File: src/rtl/chan_mux_scan_if.sv
// chan_mux_scan_if: channel words, run/mode/select controls and the registered
// selected-word outputs of chan_mux_scan.
interface chan_mux_scan_if #(
  parameter int WIDTH = 5,
  parameter int CHANNELS = 4
);
  localparam int SELW = $clog2(CHANNELS);
  logic [CHANNELS*WIDTH-1:0] ch_data;
  logic enable;
  logic mode;
  logic [SELW-1:0] sel;
  logic [WIDTH-1:0] out_data;
  logic [SELW-1:0] out_ch;
  logic out_valid;
  logic [CHANNELS-1:0] ch_onehot;
  logic scan_wrap;
  modport master (
    output ch_data, enable, mode, sel,
    input out_data, out_ch, out_valid, ch_onehot, scan_wrap
  );
  modport slave (
    input ch_data, enable, mode, sel,
    output out_data, out_ch, out_valid, ch_onehot, scan_wrap
  );
endinterface

File: src/rtl/chan_mux_scan.sv
// chan_mux_scan: registered N-channel word mux, manual select or timed auto-scan.
// Define CHAN_MUX_BLANK_EN to blank the outputs for one cycle on every index change.
module chan_mux_scan #(
  parameter int WIDTH = 5,
  parameter int CHANNELS = 4,
  parameter int SCAN_DIV = 16
) (
  input logic clk,
  input logic rst_n,
  chan_mux_scan_if.slave bus
);
  localparam int SELW = $clog2(CHANNELS);
  localparam int PW = $clog2(SCAN_DIV);
  logic [SELW-1:0] idx, nidx;
  logic [PW-1:0] pre, pcur, npre;
  logic mode_q, adv, last, wrap, ok, show;
  logic [WIDTH-1:0] word;
`ifdef CHAN_MUX_BLANK_EN
  logic pend;
`endif
  // an out-of-range index left over from manual mode restarts the scan at channel 0
  always_comb begin
    pcur = mode_q ? pre : '0;
    adv = bus.mode && pcur == PW'(SCAN_DIV - 1);
    npre = (!bus.mode || adv) ? '0 : pcur + PW'(1);
    last = idx == SELW'(CHANNELS - 1);
    nidx = !bus.mode ? bus.sel : 32'(idx) >= CHANNELS ? '0 : adv ? (last ? '0 : idx + SELW'(1)) : idx;
    wrap = adv && last;
    ok = 32'(nidx) < CHANNELS;
    word = bus.ch_data[32'(nidx) * WIDTH +: WIDTH];
`ifdef CHAN_MUX_BLANK_EN
    show = ok && nidx == idx;
`else
    show = ok;
`endif
  end
  always_ff @(posedge clk or negedge rst_n) begin
    if (!rst_n) begin
      idx <= '0;
      pre <= '0;
      mode_q <= 1'b0;
      bus.out_data <= '0;
      bus.out_ch <= '0;
      bus.out_valid <= 1'b0;
      bus.ch_onehot <= '0;
      bus.scan_wrap <= 1'b0;
`ifdef CHAN_MUX_BLANK_EN
      pend <= 1'b0;
`endif
    end else if (bus.enable) begin
      idx <= nidx;
      pre <= npre;
      mode_q <= bus.mode;
      bus.out_valid <= show;
      bus.out_data <= show ? word : '0;
      bus.ch_onehot <= show ? CHANNELS'(1) << nidx : '0;
      if (show) bus.out_ch <= nidx;
`ifdef CHAN_MUX_BLANK_EN
      pend <= wrap;
      bus.scan_wrap <= pend && bus.mode;
`else
      bus.scan_wrap <= wrap;
`endif
    end else begin
      bus.scan_wrap <= 1'b0;
    end
  end
endmodule

File: src/flat_wrapper.sv
// flat-port wrapper written by rule: the top's interface ports become plain ports
module chan_mux_scan_flat 
#(
  parameter int WIDTH = 5,
  parameter int CHANNELS = 4,
  parameter int SCAN_DIV = 16
)
  (clk, rst_n, bus_ch_data, bus_enable, bus_mode, bus_sel, bus_out_data, bus_out_ch, bus_out_valid, bus_ch_onehot, bus_scan_wrap);
  chan_mux_scan_if #(.WIDTH(WIDTH), .CHANNELS(CHANNELS)) bus_i ();
  input logic clk;
  input logic rst_n;
  input wire logic [$bits(bus_i.ch_data)-1:0] bus_ch_data;
  input wire logic [$bits(bus_i.enable)-1:0] bus_enable;
  input wire logic [$bits(bus_i.mode)-1:0] bus_mode;
  input wire logic [$bits(bus_i.sel)-1:0] bus_sel;
  output wire logic [$bits(bus_i.out_data)-1:0] bus_out_data;
  output wire logic [$bits(bus_i.out_ch)-1:0] bus_out_ch;
  output wire logic [$bits(bus_i.out_valid)-1:0] bus_out_valid;
  output wire logic [$bits(bus_i.ch_onehot)-1:0] bus_ch_onehot;
  output wire logic [$bits(bus_i.scan_wrap)-1:0] bus_scan_wrap;
  assign bus_i.ch_data = bus_ch_data;
  assign bus_i.enable = bus_enable;
  assign bus_i.mode = bus_mode;
  assign bus_i.sel = bus_sel;
  assign bus_out_data = bus_i.out_data;
  assign bus_out_ch = bus_i.out_ch;
  assign bus_out_valid = bus_i.out_valid;
  assign bus_ch_onehot = bus_i.ch_onehot;
  assign bus_scan_wrap = bus_i.scan_wrap;
  chan_mux_scan #(.WIDTH(WIDTH), .CHANNELS(CHANNELS), .SCAN_DIV(SCAN_DIV)) u_core (.clk(clk), .rst_n(rst_n), .bus(bus_i));
endmodule
File: config.mk
export PLATFORM = sky130hd
export DESIGN_NAME = chan_mux_scan_flat
export DESIGN_NICKNAME = d
export VERILOG_FILES = /design/src/rtl/chan_mux_scan_if.sv /design/src/rtl/chan_mux_scan.sv /design/src/flat_wrapper.sv
export SDC_FILE = /design/constraint.sdc
export NUM_CORES = 1
export LEC_CHECK = 0
export CORE_MARGIN = 2
export CORE_UTILIZATION = 40
export CTS_CLUSTER_SIZE = 25
export DETAILED_ROUTE_END_ITERATION = 10
export PLACE_DENSITY = 0.73
export SETUP_SLACK_MARGIN = 0.15
export SKIP_LAST_GASP = 1
export SLEW_MARGIN = 20
export SYNTH_ARGS = -nofsm -noshare
export SYNTH_HDL_FRONTEND = slang
export SYNTH_SLANG_ARGS = --single-unit
File: constraint.sdc
create_clock -name clk -period 3.4 [get_ports clk]
set_clock_uncertainty 0.1 [all_clocks]
set_input_delay 0.51 -clock clk [delete_from_list [all_inputs] [get_ports clk]]
set_output_delay 0.51 -clock clk [all_outputs]
set_load 0.02 [all_outputs]
Yosys cells after proc, flatten, opt, wreduce, memory -nomap -nowiden

Cells that the tools add are included.

Register bits: 18
Output and inout port bits: 13
Word-level logic and storage cells: 24

Add/sub/neg operators: 2
Multiply operators: 1
Equality and inequality tests: 2
Shift-type cells: 2
Multiplexer cells: 6
Reductions and logical operators: 4

Operators with widths:

| operator                                                            | number |
|---|---|
| 20-bit by 6-bit indexed part select with 5-bit output               | 1 |
| 4-bit 2-to-1 mux                                                    | 2 |
| 2-bit 2-to-1 mux                                                    | 3 |
| 2-bit by 3-bit multiplier with 5-bit output (second input constant) | 1 |
| 4-bit by 1-bit adder with 4-bit output (second input constant)      | 1 |
| 4-bit == test (second input constant)                               | 1 |
| 1-bit by 2-bit << shifter with 4-bit output (first input constant)  | 1 |
| 2-bit by 1-bit adder with 2-bit output (second input constant)      | 1 |
| 2-bit == test (second input constant)                               | 1 |
| 1-bit logical AND                                                   | 2 |
| 1-bit zero test                                                     | 1 |
| 1-bit logical OR                                                    | 1 |
| 1-bit 2-to-1 mux                                                    | 1 |

Depth between registers and ports, before layout

Word-level depth: 7
Gate-level depth with buffers: 8
Gate-level depth less buffers: 7

Worst setup path before layout

Ideal clock, no wire load.

Path kind: register -> register
Start: register u_core.mode_q
End: register u_core.bus.out_data[0]
Data arrival time: 1.834 ns
Data required time: 3.167 ns
Slack: 1.333 ns
Cell stages (with the launch flop): 9
Path buffers: 1
Path through: dfrtp_1 > and2_2 > ha_1 > nand4_4 > mux2i_4 > or2_1 > buf_6 > a31oi_1 > o21ai_0

Longest elaborated chain between the ends: 7

Ends and longest elaborated chain:

| element                                               | line                   | text |
|---|---|---|
| start: declaration                                    | chan_mux_scan.sv:16    | `logic mode_q, adv, last, wrap, ok, show;` |
| start signal: assignment                              | chan_mux_scan.sv:53    | `mode_q <= bus.mode;` |
| 4-bit 2-to-1 mux                                      | chan_mux_scan.sv:23    | `pcur = mode_q ? pre : '0;` |
| 4-bit == test                                         | chan_mux_scan.sv:24    | `adv = bus.mode && pcur == PW'(SCAN_DIV - 1);` |
| 1-bit logical AND                                     | chan_mux_scan.sv:24    |  |
| 2-bit 2-to-1 mux (2 in a row)                         | chan_mux_scan.sv:27    | `nidx = !bus.mode ? bus.sel : 32'(idx) >= CHANNELS ? '0 : adv ? (last ? '0 : idx + SELW'(1)) : idx;` |
| 2-bit by 3-bit multiplier with 5-bit output           | chan_mux_scan.sv:30    | `word = bus.ch_data[32'(nidx) * WIDTH +: WIDTH];` |
| 20-bit by 6-bit indexed part select with 5-bit output | chan_mux_scan.sv:30    |  |
| end signal: assignment                                | chan_mux_scan.sv:55    | `bus.out_data <= show ? word : '0;` |
| end: declaration                                      | chan_mux_scan_if.sv:23 | `output out_data, out_ch, out_valid, ch_onehot, scan_wrap` |

Every way passes these cells.
A chain may end at the register's enable or synchronous reset.

Worst setup path after layout

Start: input bus_mode
End: register u_core.bus.out_data[3]

Longest elaborated chain between the ends: 5

Ends and longest elaborated chain:

| element                                                 | line                | text |
|---|---|---|
| start: declaration                                      | flat_wrapper.sv:14  | `input wire logic [$bits(bus_i.mode)-1:0] bus_mode;` |
| 1-bit logical AND                                       | chan_mux_scan.sv:24 |  |
| 2-bit 2-to-1 mux                                        | chan_mux_scan.sv:27 |  |
| 2-bit 2-to-1 mux *                                      | chan_mux_scan.sv:27 |  |
| 2-bit by 3-bit multiplier with 5-bit output *           | chan_mux_scan.sv:30 |  |
| 20-bit by 6-bit indexed part select with 5-bit output * | chan_mux_scan.sv:30 |  |

Every way passes the cells marked *; elsewhere a longest branch is shown, timed or not.

==> metrics <==
outcome finished, final reports clean; Die ar. 0.003047 mm2; clock latency on the worst-skew pair 0.30 ns; area occupied by multi-input gates 558.0 um2; crit path kind in2reg; first-pass GRT wire length 4.353 mm; ratio of final minimum period to clock period 68.21%; RSZ-0062 raised after global routing no; Peak VDD IR 0.2475 mV; gate count of the mapped netlist 106; Inserted Clock Buffers 3; critical path's slowest cell clkdlybuf4s50_1; Final Setup Violations 0; Post-synth ARST share 100.0%; Least-Margin Pin Slew 0.8172 ns; CP endpoint kind register; most numerous cell in the Yosys netlist dfrtp_1; 1st-pass router iterations 4; Hold Crit Class reg2reg; CTS tree done; largest net degree at the start of global routing 20; Synth top cells by count dfrtp_1 (18), nand2_1 (15), nand3_1 (9); H-tree levels 1; CTS Hold Buffers Added 0; post-synth top area cell dfrtp_1; CP Cell Sequence clkdlybuf4s50_1 > or3b_1 > mux2i_4 > or2_1 > a31oi_1 > o21ai_0; Synth area leaders dfrtp_1 (43%), nand2_1 (5.4%), mux2i_1 (4.8%), nand3_1 (4.3%), mux2i_4 (4.3%); CTS root buf clkbuf_4; Buf/Inv on CP 1; clk buf depth 2; syn avg cell area 9.892 um2; Setup WS post-layout 1.081 ns; clock sink count 18; min cycle time layout 2.319 ns; # diodes 0; Syn Nets 134; fill count 241; Gate power share 31.8%; Initial Utilization 42.32%; Iter 0 DRT Violations 16; Tot GR Track Use 17.73%; max incr delay on CP 0.68 ns; P_leak 0.6097 nW; Routed WL 2.543 mm; register area 450.4 um2; Area Growth Syn to Fin 40.93%; Power Total 0.5788 mW; die width 55.20 um; max cap viols 0; number of synthesized register bits 18; power per cell area 391.7 mW/mm2; final core occ 59.65%; Synth Cell Area 0.001049 mm2; post_cts resized 0; post-synthesis cell type count 37; via count 938; Hold Vio Cnt, Final 0; CP delay by family, top simple AND/OR/NAND/NOR gates; antenna-violating nets left 0; synth warn 0; pre-CTS WS 0.7895 ns; relative slew slack 45.35%; Port Buffers 38; row cnt 18; Synth Flop Type dfrtp_1; Switch Pwr 0.1829 mW; grt total ovfl 0; P_int 0.3959 mW; share of the synthesized area in the top cell type 42.96%; vias per std cell 5.422; number of buffers added for setup after CTS 0; # nets final 172; WL/cell 14.70 um; RD Place Congestion 0.8042; number of synthesized flops with an enable pin 0; Reg power frac 44.4%; Clk pin slew, worst setup/hold paths 0.11 ns; count of pins over their slew limit 0; Crit path required time 3.52 ns; layout cells sized above 1 12.59%; die height 55.20 um; total negative setup slack 0 ns; DR DRC count 0; vias in the first global route 966; Critical Path AT 2.44 ns; Sw Ratio 31.61%; boundary pin count 39; post-synthesis sequential area ratio 42.96%; Reg2Reg Setup Slack 1.09 ns; Clock power frac 23.8%; Fmax 431.2 MHz; Core ar. 0.002477 mm2; initial antenna violation count 0; Worst Path Max Fanout 12; Detail Placement HPWL 1.991 mm; CP Launch Type primary input
==> path summary, 6_finish.rpt <==
check / startpoint / end / cells past startpoint
setup / recovery: bus_mode / u_core.bus.out_data[3] / 6
hold / removal: u_core.bus.out_valid / u_core.bus.out_valid / 1
setup reg to reg: u_core.mode_q / u_core.bus.out_data[2] / 7
hold reg to reg: u_core.bus.out_valid / u_core.bus.out_valid / 1
max in group asynchronous: rst_n / u_core.bus.ch_onehot[3] / 1
min in group asynchronous: rst_n / u_core.bus.out_data[2] / 1
==> cell type report <==
type                            count  share of cell area [%]
Clock buffer                        4                   2.456
Inverter                            2                  0.5080
Multi-Input combinational cell     80                   37.76
Sequential cell                    18                   30.48
Tap cell                           30                   2.540
Timing Repair Buffer               39                   26.25
==> cells in the final DEF, fill, tap and decap left out, types with 2 or more instances in the layout <==
cell / synthesis / layout
o31ai_1: 3 / 3
dfrtp_1: 18 / 18
o41ai_1: 5 / 5
a31oi_1: 5 / 5
mux2i_1: 5 / 5
nor2_1: 3 / 3
o21ai_0: 7 / 7
a21oi_1: 2 / 2
o2bb2ai_1: 2 / 2
nand2b_1: 2 / 2
mux2i_4: 2 / 2
nand2_1: 15 / 15
and2_2: 2 / 2
clkbuf_4: 0 / 3
ha_1: 2 / 2
clkdlybuf4s50_1: 0 / 38
or2_2: 2 / 2
nand3_1: 9 / 9
==> state kept, by name (all words and copies together), names as in the netlist <==
name,cells
u_core.bus.ch_onehot,4
u_core.bus.out_ch,2
u_core.bus.out_data,5
u_core.bus.out_valid,1
u_core.bus.scan_wrap,1
u_core.mode_q,1
u_core.pre,4
==> per-stage QoR <==
stage                     hold slack [ns]  std cells  instance area (um2)
after floorplan                    0.1144        106                 1049
after global placement             0.3539        169                 1441
after detailed placement           0.3568        169                 1441
after CTS                          0.3854        173                 1478
after global routing               0.4041        173                 1478
final                              0.3784        173                 1478
==> power by group through the flow <==
| stage | clock network, mW | registers (mW) | logic [mW] |
|---|---|---|---|
| 3_5_place_dp | 0 | 0.261 | 0.185 |
| 3_3_place_gp | 0 | 0.259 | 0.181 |
| 5_1_grt | 0.148 | 0.260 | 0.202 |
| 2_1_floorplan | 0 | 0.280 | 0.0770 |
| 4_1_cts | 0.137 | 0.257 | 0.186 |
| 6_report | 0.138 | 0.257 | 0.184 |
==> logic make-up after synthesis <==
logic type	after synthesis	synth area share [%]
AO/OA/AOI/OAI	28	18.14
XOR/XNOR	1	0.8355
adder cells (fa/ha/maj)	2	2.386
buffers and inverters	8	3.817
flip-flops	18	42.96
multiplexers	8	10.14
AND/OR/NAND/NOR	41	21.72
==> layer usage <==
metal / wire (um) / part of all wire (%) / vias to the layer above / global-route usage, %
li1: - / - / 464 / -
met3: 139 / 5.5 / 5 / 3.279
met2: 1280 / 50 / 32 / 30.95
met1: 1090 / 43 / 437 / 22.17
met4: 33 / 1.3 / 0 / 5.226
met5: 0 / 0 / - / 0
No activity file was read; power rests on OpenSTA's default activity.
